==> src/rtl/muldiv_pkg.sv <==
// Shared types and constants for the HI/LO multiply/divide controller.
// Op codes match the decoder's hi_lo_op encoding.
package muldiv_pkg;

    typedef enum logic [3:0] {
        OP_NOP   = 4'd0,
        OP_MULT  = 4'd1,
        OP_MULTU = 4'd2,
        OP_DIV   = 4'd3,
        OP_DIVU  = 4'd4,
        OP_MTHI  = 4'd5,
        OP_MTLO  = 4'd6,
        OP_MADD  = 4'd8,
        OP_MADDU = 4'd9,
        OP_MSUB  = 4'd10,
        OP_MSUBU = 4'd11
    } muldiv_op_t;

    typedef enum logic [2:0] {
        S_IDLE,
        S_MUL,
        S_DIV,
        S_FIX,
        S_ACC
    } state_t;

    localparam int          DIV_CYCLES_DEFAULT = 32;
    localparam logic [31:0] DIVZERO_LO         = 32'hFFFF_FFFF;

    function automatic logic [31:0] abs32(input logic [31:0] x);
        return x[31] ? (32'd0 - x) : x;
    endfunction

endpackage

==> src/rtl/muldiv_ctrl_if.sv <==
// EXE-side request/response bundle for the HI/LO multiply/divide unit.
// master = execute stage, slave = muldiv_ctrl.
interface muldiv_ctrl_if;
    logic        req_valid;
    logic [3:0]  req_op;
    logic [31:0] req_src1;
    logic [31:0] req_src2;
    logic        req_ready;
    logic        flush;
    logic        busy;
    logic        done;
    logic [31:0] hi;
    logic [31:0] lo;

    modport master (
        output req_valid, req_op, req_src1, req_src2, flush,
        input  req_ready, busy, done, hi, lo
    );

    modport slave (
        input  req_valid, req_op, req_src1, req_src2, flush,
        output req_ready, busy, done, hi, lo
    );
endinterface

==> src/rtl/muldiv_ctrl_div_iter.sv <==
// Unsigned radix-2 restoring divider datapath: one step per enabled cycle.
// load seeds rem=0, quo=dividend; after 32 steps quo/rem hold the result.
module div_iter (
    input  logic        clk,
    input  logic        reset,
    input  logic        load,
    input  logic        step,
    input  logic [31:0] dividend,
    input  logic [31:0] divisor,
    output logic [31:0] quo,
    output logic [31:0] rem
);
    logic [31:0] rem_q, rem_d;
    logic [31:0] quo_q, quo_d;
    logic [31:0] dvs_q, dvs_d;
    logic [33:0] trial;

    always_comb begin
        rem_d = rem_q;
        quo_d = quo_q;
        dvs_d = dvs_q;
        // extra top bit keeps the borrow distinct from a set remainder MSB
        trial = {1'b0, rem_q, quo_q[31]} - {2'b00, dvs_q};
        if (load) begin
            rem_d = 32'd0;
            quo_d = dividend;
            dvs_d = divisor;
        end else if (step) begin
            if (!trial[33]) begin
                rem_d = trial[31:0];
                quo_d = {quo_q[30:0], 1'b1};
            end else begin
                rem_d = {rem_q[30:0], quo_q[31]};
                quo_d = {quo_q[30:0], 1'b0};
            end
        end
    end

    always_ff @(posedge clk or posedge reset) begin
        if (reset) begin
            rem_q <= 32'd0;
            quo_q <= 32'd0;
            dvs_q <= 32'd0;
        end else begin
            rem_q <= rem_d;
            quo_q <= quo_d;
            dvs_q <= dvs_d;
        end
    end

    assign quo = quo_q;
    assign rem = rem_q;
endmodule

==> src/rtl/muldiv_ctrl.sv <==
// HI/LO multiply/divide controller: one op at a time, commits HI/LO on completion, flush aborts.
// MULDIV_MADD_EN enables MADD/MADDU/MSUB/MSUBU (MUL then ACC); otherwise those codes act as NOP.
module muldiv_ctrl
    import muldiv_pkg::*;
#(
    parameter int MUL_STAGES = 2,
    parameter int DIV_CYCLES = DIV_CYCLES_DEFAULT
) (
    input logic          clk,
    input logic          reset,
    muldiv_ctrl_if.slave bus
);
    localparam int CNT_W = 8;

    state_t             state_q, state_d;
    logic [CNT_W-1:0]   cnt_q, cnt_d;
    logic [3:0]         op_q, op_d;
    logic [31:0]        a_q, a_d, b_q, b_d;
    logic [31:0]        hi_q, hi_d, lo_q, lo_d;
    logic               done_q, done_d;
    logic               q_neg_q, q_neg_d, r_neg_q, r_neg_d;

    logic               req_ready;
    logic               div_load, div_step;
    logic [31:0]        dvd, dvs, quo, rem;
    logic               mul_signed, mul_sub;
    logic [63:0]        a64, b64, prod, acc;

    div_iter u_div (
        .clk      (clk),
        .reset    (reset),
        .load     (div_load),
        .step     (div_step),
        .dividend (dvd),
        .divisor  (dvs),
        .quo      (quo),
        .rem      (rem)
    );

    // 64x64 multiply of extended operands gives the correct signed or unsigned low 64 bits
    always_comb begin
        mul_signed = (op_q == OP_MULT) || (op_q == OP_MADD) || (op_q == OP_MSUB);
        mul_sub    = (op_q == OP_MSUB) || (op_q == OP_MSUBU);
        a64  = mul_signed ? {{32{a_q[31]}}, a_q} : {32'd0, a_q};
        b64  = mul_signed ? {{32{b_q[31]}}, b_q} : {32'd0, b_q};
        prod = a64 * b64;
        acc  = mul_sub ? ({hi_q, lo_q} - prod) : ({hi_q, lo_q} + prod);
    end

    always_comb begin
        state_d  = state_q;
        cnt_d    = cnt_q;
        op_d     = op_q;
        a_d      = a_q;
        b_d      = b_q;
        hi_d     = hi_q;
        lo_d     = lo_q;
        q_neg_d  = q_neg_q;
        r_neg_d  = r_neg_q;
        done_d   = 1'b0;
        div_load = 1'b0;
        div_step = 1'b0;
        req_ready = (state_q == S_IDLE) && !bus.flush;
        dvd = (bus.req_op == OP_DIV) ? abs32(bus.req_src1) : bus.req_src1;
        dvs = (bus.req_op == OP_DIV) ? abs32(bus.req_src2) : bus.req_src2;

        case (state_q)
            S_IDLE: begin
                if (bus.req_valid && req_ready) begin
                    case (bus.req_op)
                        OP_MULT, OP_MULTU
`ifdef MULDIV_MADD_EN
                        , OP_MADD, OP_MADDU, OP_MSUB, OP_MSUBU
`endif
                        : begin
                            state_d = S_MUL;
                            cnt_d   = CNT_W'(MUL_STAGES - 1);
                            op_d    = bus.req_op;
                            a_d     = bus.req_src1;
                            b_d     = bus.req_src2;
                        end
                        OP_DIV, OP_DIVU: begin
                            state_d  = S_DIV;
                            cnt_d    = CNT_W'(DIV_CYCLES - 1);
                            op_d     = bus.req_op;
                            div_load = 1'b1;
                            q_neg_d  = (bus.req_op == OP_DIV) &&
                                       (bus.req_src1[31] ^ bus.req_src2[31]);
                            r_neg_d  = (bus.req_op == OP_DIV) && bus.req_src1[31];
                        end
                        OP_MTHI: hi_d = bus.req_src1;
                        OP_MTLO: lo_d = bus.req_src1;
                        default: ;
                    endcase
                end
            end
            S_MUL: begin
                if (cnt_q == '0) begin
                    if ((op_q == OP_MULT) || (op_q == OP_MULTU)) begin
                        {hi_d, lo_d} = prod;
                        done_d       = 1'b1;
                        state_d      = S_IDLE;
                    end else begin
                        state_d = S_ACC;
                    end
                end else begin
                    cnt_d = cnt_q - 1'b1;
                end
            end
            S_DIV: begin
                div_step = 1'b1;
                if (cnt_q == '0) state_d = S_FIX;
                else             cnt_d   = cnt_q - 1'b1;
            end
            S_FIX: begin
                lo_d    = q_neg_q ? (32'd0 - quo) : quo;
                hi_d    = r_neg_q ? (32'd0 - rem) : rem;
                done_d  = 1'b1;
                state_d = S_IDLE;
            end
            S_ACC: begin
                {hi_d, lo_d} = acc;
                done_d       = 1'b1;
                state_d      = S_IDLE;
            end
            default: state_d = S_IDLE;
        endcase

        // flush beats everything, including a commit on this same edge
        if (bus.flush) begin
            state_d  = S_IDLE;
            hi_d     = hi_q;
            lo_d     = lo_q;
            done_d   = 1'b0;
            div_step = 1'b0;
        end
    end

    always_ff @(posedge clk or posedge reset) begin
        if (reset) begin
            state_q <= S_IDLE;
            cnt_q   <= '0;
            op_q    <= 4'd0;
            a_q     <= 32'd0;
            b_q     <= 32'd0;
            hi_q    <= 32'd0;
            lo_q    <= 32'd0;
            done_q  <= 1'b0;
            q_neg_q <= 1'b0;
            r_neg_q <= 1'b0;
        end else begin
            state_q <= state_d;
            cnt_q   <= cnt_d;
            op_q    <= op_d;
            a_q     <= a_d;
            b_q     <= b_d;
            hi_q    <= hi_d;
            lo_q    <= lo_d;
            done_q  <= done_d;
            q_neg_q <= q_neg_d;
            r_neg_q <= r_neg_d;
        end
    end

    assign bus.req_ready = req_ready;
    assign bus.busy      = (state_q != S_IDLE);
    assign bus.done      = done_q;
    assign bus.hi        = hi_q;
    assign bus.lo        = lo_q;
endmodule

==> src/flat_wrapper.sv <==
// flat-port wrapper written by rule: the top's interface ports become plain ports
module muldiv_ctrl_flat import muldiv_pkg::*;
#(
    parameter int MUL_STAGES = 2,
    parameter int DIV_CYCLES = DIV_CYCLES_DEFAULT
)
  (clk, reset, bus_req_valid, bus_req_op, bus_req_src1, bus_req_src2, bus_flush, bus_req_ready, bus_busy, bus_done, bus_hi, bus_lo);
  muldiv_ctrl_if bus_i ();
  input logic clk;
  input logic reset;
  input wire logic [$bits(bus_i.req_valid)-1:0] bus_req_valid;
  input wire logic [$bits(bus_i.req_op)-1:0] bus_req_op;
  input wire logic [$bits(bus_i.req_src1)-1:0] bus_req_src1;
  input wire logic [$bits(bus_i.req_src2)-1:0] bus_req_src2;
  input wire logic [$bits(bus_i.flush)-1:0] bus_flush;
  output wire logic [$bits(bus_i.req_ready)-1:0] bus_req_ready;
  output wire logic [$bits(bus_i.busy)-1:0] bus_busy;
  output wire logic [$bits(bus_i.done)-1:0] bus_done;
  output wire logic [$bits(bus_i.hi)-1:0] bus_hi;
  output wire logic [$bits(bus_i.lo)-1:0] bus_lo;
  assign bus_i.req_valid = bus_req_valid;
  assign bus_i.req_op = bus_req_op;
  assign bus_i.req_src1 = bus_req_src1;
  assign bus_i.req_src2 = bus_req_src2;
  assign bus_i.flush = bus_flush;
  assign bus_req_ready = bus_i.req_ready;
  assign bus_busy = bus_i.busy;
  assign bus_done = bus_i.done;
  assign bus_hi = bus_i.hi;
  assign bus_lo = bus_i.lo;
  muldiv_ctrl #(.MUL_STAGES(MUL_STAGES), .DIV_CYCLES(DIV_CYCLES)) u_core (.clk(clk), .reset(reset), .bus(bus_i));
endmodule
==> config.mk <==
export PLATFORM = sky130hd
export DESIGN_NAME = muldiv_ctrl_flat
export DESIGN_NICKNAME = d
export VERILOG_FILES = /design/src/rtl/muldiv_pkg.sv /design/src/rtl/muldiv_ctrl_if.sv /design/src/rtl/muldiv_ctrl_div_iter.sv /design/src/rtl/muldiv_ctrl.sv /design/src/flat_wrapper.sv
export SDC_FILE = /design/constraint.sdc
export NUM_CORES = 2
export LEC_CHECK = 0
export CAP_MARGIN = 10
export CORE_MARGIN = 4
export CORE_UTILIZATION = 27
export DETAILED_ROUTE_END_ITERATION = 8
export PLACE_DENSITY = 0.38
export SLEW_MARGIN = 20
export SYNTH_ARGS = -nofsm -noshare
export SYNTH_HDL_FRONTEND = slang
export SYNTH_HIERARCHICAL = 1
export SYNTH_SLANG_ARGS = --single-unit
export TNS_END_PERCENT = 20
==> constraint.sdc <==
create_clock -name clk -period 15.6 [get_ports clk]
set_input_delay 2.34 -clock clk [delete_from_list [all_inputs] [get_ports clk]]
set_output_delay 2.34 -clock clk [all_outputs]
set_load 0.02 [all_outputs]
After elaboration in Yosys (flattened, before gate mapping)
Cells that the tools add are included.
{ "op_classes": {"n_addsub": 8, "n_mul": 1, "eq_ne": 26, "mux": 45, "n_bitwise": 2, "n_reduce_logical": 27} }
{ "op_table": {"columns": ["operator", "count"], "rows": [
  ["$mux W32", 19],
  ["$pmux W32 S4", 2],
  ["$mux W64", 3],
  ["$sub A1 B32 Y32 const A", 4],
  ["$add A64 B64 Y64", 1],
  ["$mul A64 B64 Y64", 1],
  ["$sub A64 B64 Y64", 1],
  ["$sub A33 B32 Y34", 1],
  ["$pmux W8 S2", 2],
  ["$mux W8", 2],
  ["$mux W3", 5],
  ["$eq A4 B2 Y1 const B", 3],
  ["$eq A4 B3 Y1 const B", 3],
  ["$eq A4 B4 Y1 const B", 3],
  ["$reduce_and A6 Y1", 2],
  ["$mux W1", 9],
  ["$pmux W3 S3", 1],
  ["$reduce_and A3 Y1", 3],
  ["$eq A4 B1 Y1 const B", 2],
  ["$logic_not A8 Y1", 1],
  ["$ne A2 B2 Y1 const B", 4],
  ["$reduce_and A4 Y1", 2],
  ["$reduce_or A2 Y1", 4],
  ["$sub A8 B1 Y8 const B", 1],
  ["other kinds (19)", 30]
]} }
{ "totals": {"reg_bits": 242, "input_bits": 72} }

Logic depth before layout (Yosys ltp)
{ "logic_depth": {"ltp_word": 8, "mapped_depth": 57, "ltp_nobuf": 53} }

Hierarchy
Netlist, hierarchy kept.
{ "modules_own_cells": {"columns": ["module", "n_inst", "cells_each", "area_each_um2"], "rows": [
  ["muldiv_ctrl", 1, 7145, 62810.2],
  ["div_iter", 1, 686, 5968.2]
]} }

Worst setup path after synthesis
OpenSTA, ideal clock, no wires.
{ "synth_timing": {"path_type": "reg2reg", "from": "register u_core.op_q[3]", "to": "register u_core.hi_q[31], in the netlist u_core/bus.hi[31]", "t_arrival_ps": 12410, "t_required_ps": 15453, "slack_ps": 3043, "stages_incl_launch_ff": 49, "path_buffers": 3, "period_less_slack_ps": 12557, "cell_sequence": "dfrtp_1 -> nor3_1 -> a21oi_1 -> nor2_1 -> and2_0 -> clkbuf_1 -> nand2_1 -> inv_1 -> fa_1 -> fa_1 -> fa_1 -> fa_1 -> inv_1 -> fa_1 -> inv_1 -> fa_1 -> fa_1 -> inv_1 -> (+13 left out) -> and3_1 -> clkbuf_1 -> nor2_1 -> xor2_1 -> ha_1 -> a21o_1 -> a21oi_1 -> a21boi_0 -> o21ai_0 -> nand3b_1 -> a2111oi_0 -> nor3_1 -> nor3b_1 -> a31oi_1 -> a21oi_1 -> nor4b_2 -> a2111oi_1 -> a22oi_2"} }
{ "synth_via": {"elab_chain_len": 8} }
{ "synth_lines": {"columns": ["element", "line", "text"], "rows": [
  ["from (decl)", "muldiv_ctrl.sv:17", "logic [3:0] op_q, op_d;"],
  ["from (signal assigned)", "muldiv_ctrl.sv:154", "op_q <= op_d;"],
  ["$eq A4 B1 Y1 / $eq A4 B4 Y1 (equally long branches)", "muldiv_ctrl.sv:42, muldiv_ctrl.sv:99", null],
  ["$logic_or A1 B1 Y1 (2 in a row)", "muldiv_ctrl.sv:42", "mul_signed = (op_q == OP_MULT) || (op_q == OP_MADD) || (op_q == OP_MSUB);"],
  ["$mux W64 (on tied branches)", "muldiv_ctrl.sv:44, muldiv_ctrl.sv:45", null],
  ["$mul A64 B64 Y64", "muldiv_ctrl.sv:46", "prod = a64 * b64;"],
  ["$add A64 B64 Y64 (tied with other cells)", "muldiv_ctrl.sv:47", "acc = mul_sub ? ({hi_q, lo_q} - prod) : ({hi_q, lo_q} + prod);"],
  ["$mux W64 / $mux W32 (equally long branches)", "muldiv_ctrl.sv:47, muldiv_ctrl.sv:98", null],
  ["$pmux W32 S4", "muldiv_ctrl.sv:67", "case (state_q)"],
  ["to (signal assigned)", "muldiv_ctrl.sv:157", "hi_q <= hi_d;"],
  ["to (decl)", "muldiv_ctrl.sv:19", "logic [31:0] hi_q, hi_d, lo_q, lo_d;"]
]} }
Parallel ways exist; a longest one is shown, timed or not. The select of a mux whose other input is x is not followed.
A chain may end at the register's enable or synchronous reset.

Final worst setup path
{ "layout_timing": {"from": "register u_core.a_q[7]", "to": "register u_core.hi_q[22], in the netlist u_core/bus.hi[22]"} }
{ "layout_via": {"elab_chain_len": 5} }
{ "layout_lines": {"columns": ["element", "line", "text"], "rows": [
  ["from (decl)", "muldiv_ctrl.sv:18", "logic [31:0] a_q, a_d, b_q, b_d;"],
  ["from (signal assigned)", "muldiv_ctrl.sv:144", "a_q <= 32'd0;"],
  ["from (signal assigned)", "muldiv_ctrl.sv:155", "a_q <= a_d;"],
  ["$mux W64 (*)", "muldiv_ctrl.sv:44", "a64 = mul_signed ? {{32{a_q[31]}}, a_q} : {32'd0, a_q};"],
  ["$mul A64 B64 Y64 (*)", "muldiv_ctrl.sv:46", null],
  ["$add A64 B64 Y64 (tied with other cells)", "muldiv_ctrl.sv:47", null],
  ["$mux W64 / $mux W32 (equally long branches)", "muldiv_ctrl.sv:47, muldiv_ctrl.sv:98", null],
  ["$pmux W32 S4 (*)", "muldiv_ctrl.sv:67", null]
]} }
Every way passes the cells marked *; elsewhere a longest branch is shown, timed or not. The select of a mux whose other input is x is not followed.

==> run summary <==
Setup violations remaining at the end of the flow were counted as 0. The run gives 254000 µm² as the area of the core region. By instance count, the cell type seen most on the critical path is sky130_fd_sc_hd__fa_1. The run gives 9633 as the total number of nets in the final design. STA puts the critical path data required time at 16060 ps.

The biggest fanout along the worst timing path works out to 20. Counting along the longest clock path gives a buffer depth of 3. After the first detailed-routing iteration, the DRC count stood at 4164. Global routing finished with a remaining overflow of 0. Clock tree synthesis selected as its root buffer the cell sky130_fd_sc_hd__clkbuf_16. The placed instances occupy a cell area of 73800 µm².

The setup check on the worst reg-to-reg path leaves a slack of 880 ps. The horizontal die dimension is 513 µm. By area, the combinational part of the netlist is dominated by adder cells.

Multiplexer share of the synthesized area: 1.64%. The count of cells resized by post-cts repair is 0, and the slew at the pin closest to its max-slew limit is 1200 ps. The global placement routability congestion was 0.913; the post-synthesis share of cell area spent on xor and xnor gates was 4.68%.

STA puts the critical path data arrival time at 15180 ps. After layout, the worst path uses 94.4% of the clock period. Counting every net in the synthesized netlist gives 9733. The most common cell after layout, fill and taps aside was sky130_fd_sc_hd__inv_1. The worst hold path class is flip-flop to flip-flop. Of the total synthesized cell area, the portion taken by AND, OR, NAND and NOR gates is 14.7%. For the number of iterations in the first detailed-routing pass, the log shows 5. For this run, the leading register cell type out of synthesis is sky130_fd_sc_hd__dfrtp_1. After detailed routing, the number of remaining DRC violations is 0. The mean instance size in the synthesized netlist was 8.78 µm². The run finished with clean final reports. Timing would allow up to 67.9 MHz. Yosys mapped the design onto 115 distinct sky130hd cell types. The overall fraction of global-route tracks in use was 20.4%; the per-cell via count in the routed design was 4.82. The share of the Yosys chip area taken by registers is 8.80%. The post-CTS repair timing setup buffer count is 0. The routed layout has 53600 vias. In the final layout, the share of cells above drive strength 1 is 4.31%.

For this run, the slowest stage of the critical path takes 810 ps. The height of the die came out at 513 µm. The total routed wirelength is 267 mm, and the clock latency reported for the late side of the worst-skew pair is 580 ps. The share of async-settable or async-resettable flops after synthesis came out at 100%.

The final-report hold violation count is 0. The top cell family by delay on the critical path is adder cells. The detail-routed net length per standard cell came out at 24.0 µm.

The total of max-cap violations was 0. The worst setup path is launched from a flip-flop. The tightest hold path in the finished design has a slack of 508 ps. For the final routed database, the setup TNS stands at 0 ps. Number of antenna violations at the first check in global routing: 25.

Detailed placement ended at an HPWL of 225 mm. The synthesized design contains 242 register bits. During placement, the flow inserted port buffers numbering 138. The residual antenna-violating net count after detailed routing was 0. The number of clock buffers inserted by TritonCTS is 36, and the full die area is 263000 µm². The number of hold-repair buffers added at the cts stage is 0.

During synthesis, Yosys emitted a total of 6 warnings. The final number of max-transition violations came out at 0. Path type of the worst setup path: flip-flop to flip-flop.

The worst pin sits at a relative slew slack of 19.2%. The number of buffers and inverters on the critical path is 9. Counting flops with a built-in enable in the synthesized netlist gives 0. In the synthesized netlist, the number of instances is 7831. Clock-pin slew was measured on the worst setup and hold paths at 60 ps.

The maximum number of pins on one net before global-route repair was 99. The initial core utilization was 27.1%. The logs give 21.4 ps for the setup skew after layout and 75100 µm² for the post-layout instance area. Setup repair after global routing left no endpoint under its margin. The area growth from synthesis to layout is 9.16%.

Summing every instance area after synthesis gives 68800 µm². The number of placement rows was 185; the clock period minus final worst setup slack was 14720 ps. CTS saw 242 sinks. The fraction of the mapped netlist area in compound gates is 9.97%. TritonCTS built the clock tree.

The global-route wire length before repair is 402 mm, and the synthesized-area fraction occupied by adder cells is 48.9%. CTS built an H-tree with a depth of 2. Among all stages on the critical path, the largest delay is contributed by sky130_fd_sc_hd__a2111oi_0. Leaving out fill and tap cells, the most frequent cells in the layout are sky130_fd_sc_hd__inv_1, sky130_fd_sc_hd__fa_1, sky130_fd_sc_hd__nand2_1.

The worst setup path is captured at a flip-flop. The run gives 57700 as the number of global-route vias before repair. During I/O placement, the number of pins put on the boundary was 139.
[metal layers]
metal  track usage, %  part of all wire, %  vias up
li1                 -                    -    23900
met1             31.9                   51    28000
met2             30.5                   42     1524
met3             1.51                  4.6      195
met4             4.67                  2.7        2
met5                0               0.0041        -
[Yosys cell counts, drive strengths merged, types with 23 or more instances]
master  count  area (µm²)
nand4      36         225
or3        43         275
inv      1661        6230
mux2i      42         420
xor2      157        1390
buf        39         206
dfrtp     242        6060
o211ai     34         265
a21o       75         563
nor2b      26         163
nand2    1113        4180
nor4       30         209
o31ai      41         322
and3       34         215
a21oi     281        1440
nor3       67         340
a311oi     30         269
a221oi     45         400
o21ai     300        1510
nand3      56         280
clkbuf    359        1350
mux2       63         709
and2      359        2250
ha        404        5050
nor2      290        1090
a211oi     35         285
or2        23         144
a31oi      38         253
o21a       27         210
fa       1426       28500
nand2b     26         163
xnor2     206        1800
[state kept, by name, summed over array words and instances (netlist names)]
name,cells
u_core/u_div/dvs_q,32
u_core/cnt_q,8
u_core/u_div/quo,32
u_core/u_div/rem,32
u_core/bus.lo,32
u_core/r_neg_q,1
u_core/bus.hi,32
u_core/a_q,32
u_core/q_neg_q,1
u_core/bus.done,1
u_core/op_q,4
u_core/state_q,3
u_core/b_q,32
[path summary, 6_finish.rpt]
check                                from                endpoint  depth (start not counted)
min reg2reg                u_core/b_q[25]          u_core/b_q[25]                          1
max reg2reg                 u_core/a_q[7]       u_core/bus.hi[22]                         46
min in group asynchronous           reset  u_core/u_div/dvs_q[22]                          2
max                         u_core/a_q[7]       u_core/bus.hi[22]                         46
min                        u_core/b_q[25]          u_core/b_q[25]                          1
max in group asynchronous           reset       u_core/bus.lo[17]                          5
[layout make-up]
| cell class | count | area, µm² |
|---|---|---|
| Antenna cell | 3 | 7.51 |
| Multi-Input combinational cell | 5530 | 55000 |
| Fill cell | 27300 | 179000 |
| Clock buffer | 47 | 983 |
| Tap cell | 3366 | 4210 |
| Inverter | 1661 | 6240 |
| Sequential cell | 242 | 6060 |
| Timing Repair Buffer | 260 | 2320 |
| Clock inverter | 18 | 244 |
[stage by stage]
step / utilization (%) / setup slack [ps] / instances
floorplan: - / 3040 / 7831
global placement: 29.1 / 683 / 11100
detailed placement: 29.1 / 752 / 11100
CTS: 29.6 / 607 / 11100
global route: 29.6 / 186 / 11100
finish: 29.6 / 875 / 11100
[cells by family after synthesis]
logic type / after synthesis
simple gates: 2171
buf+inv: 2059
fa+ha+maj: 1832
compound gates: 1058
xor+xnor: 364
flops: 242
mux: 105
Power is not shown: default switching activity piles up to over one toggle a cycle in this logic, so the estimate is an artifact.
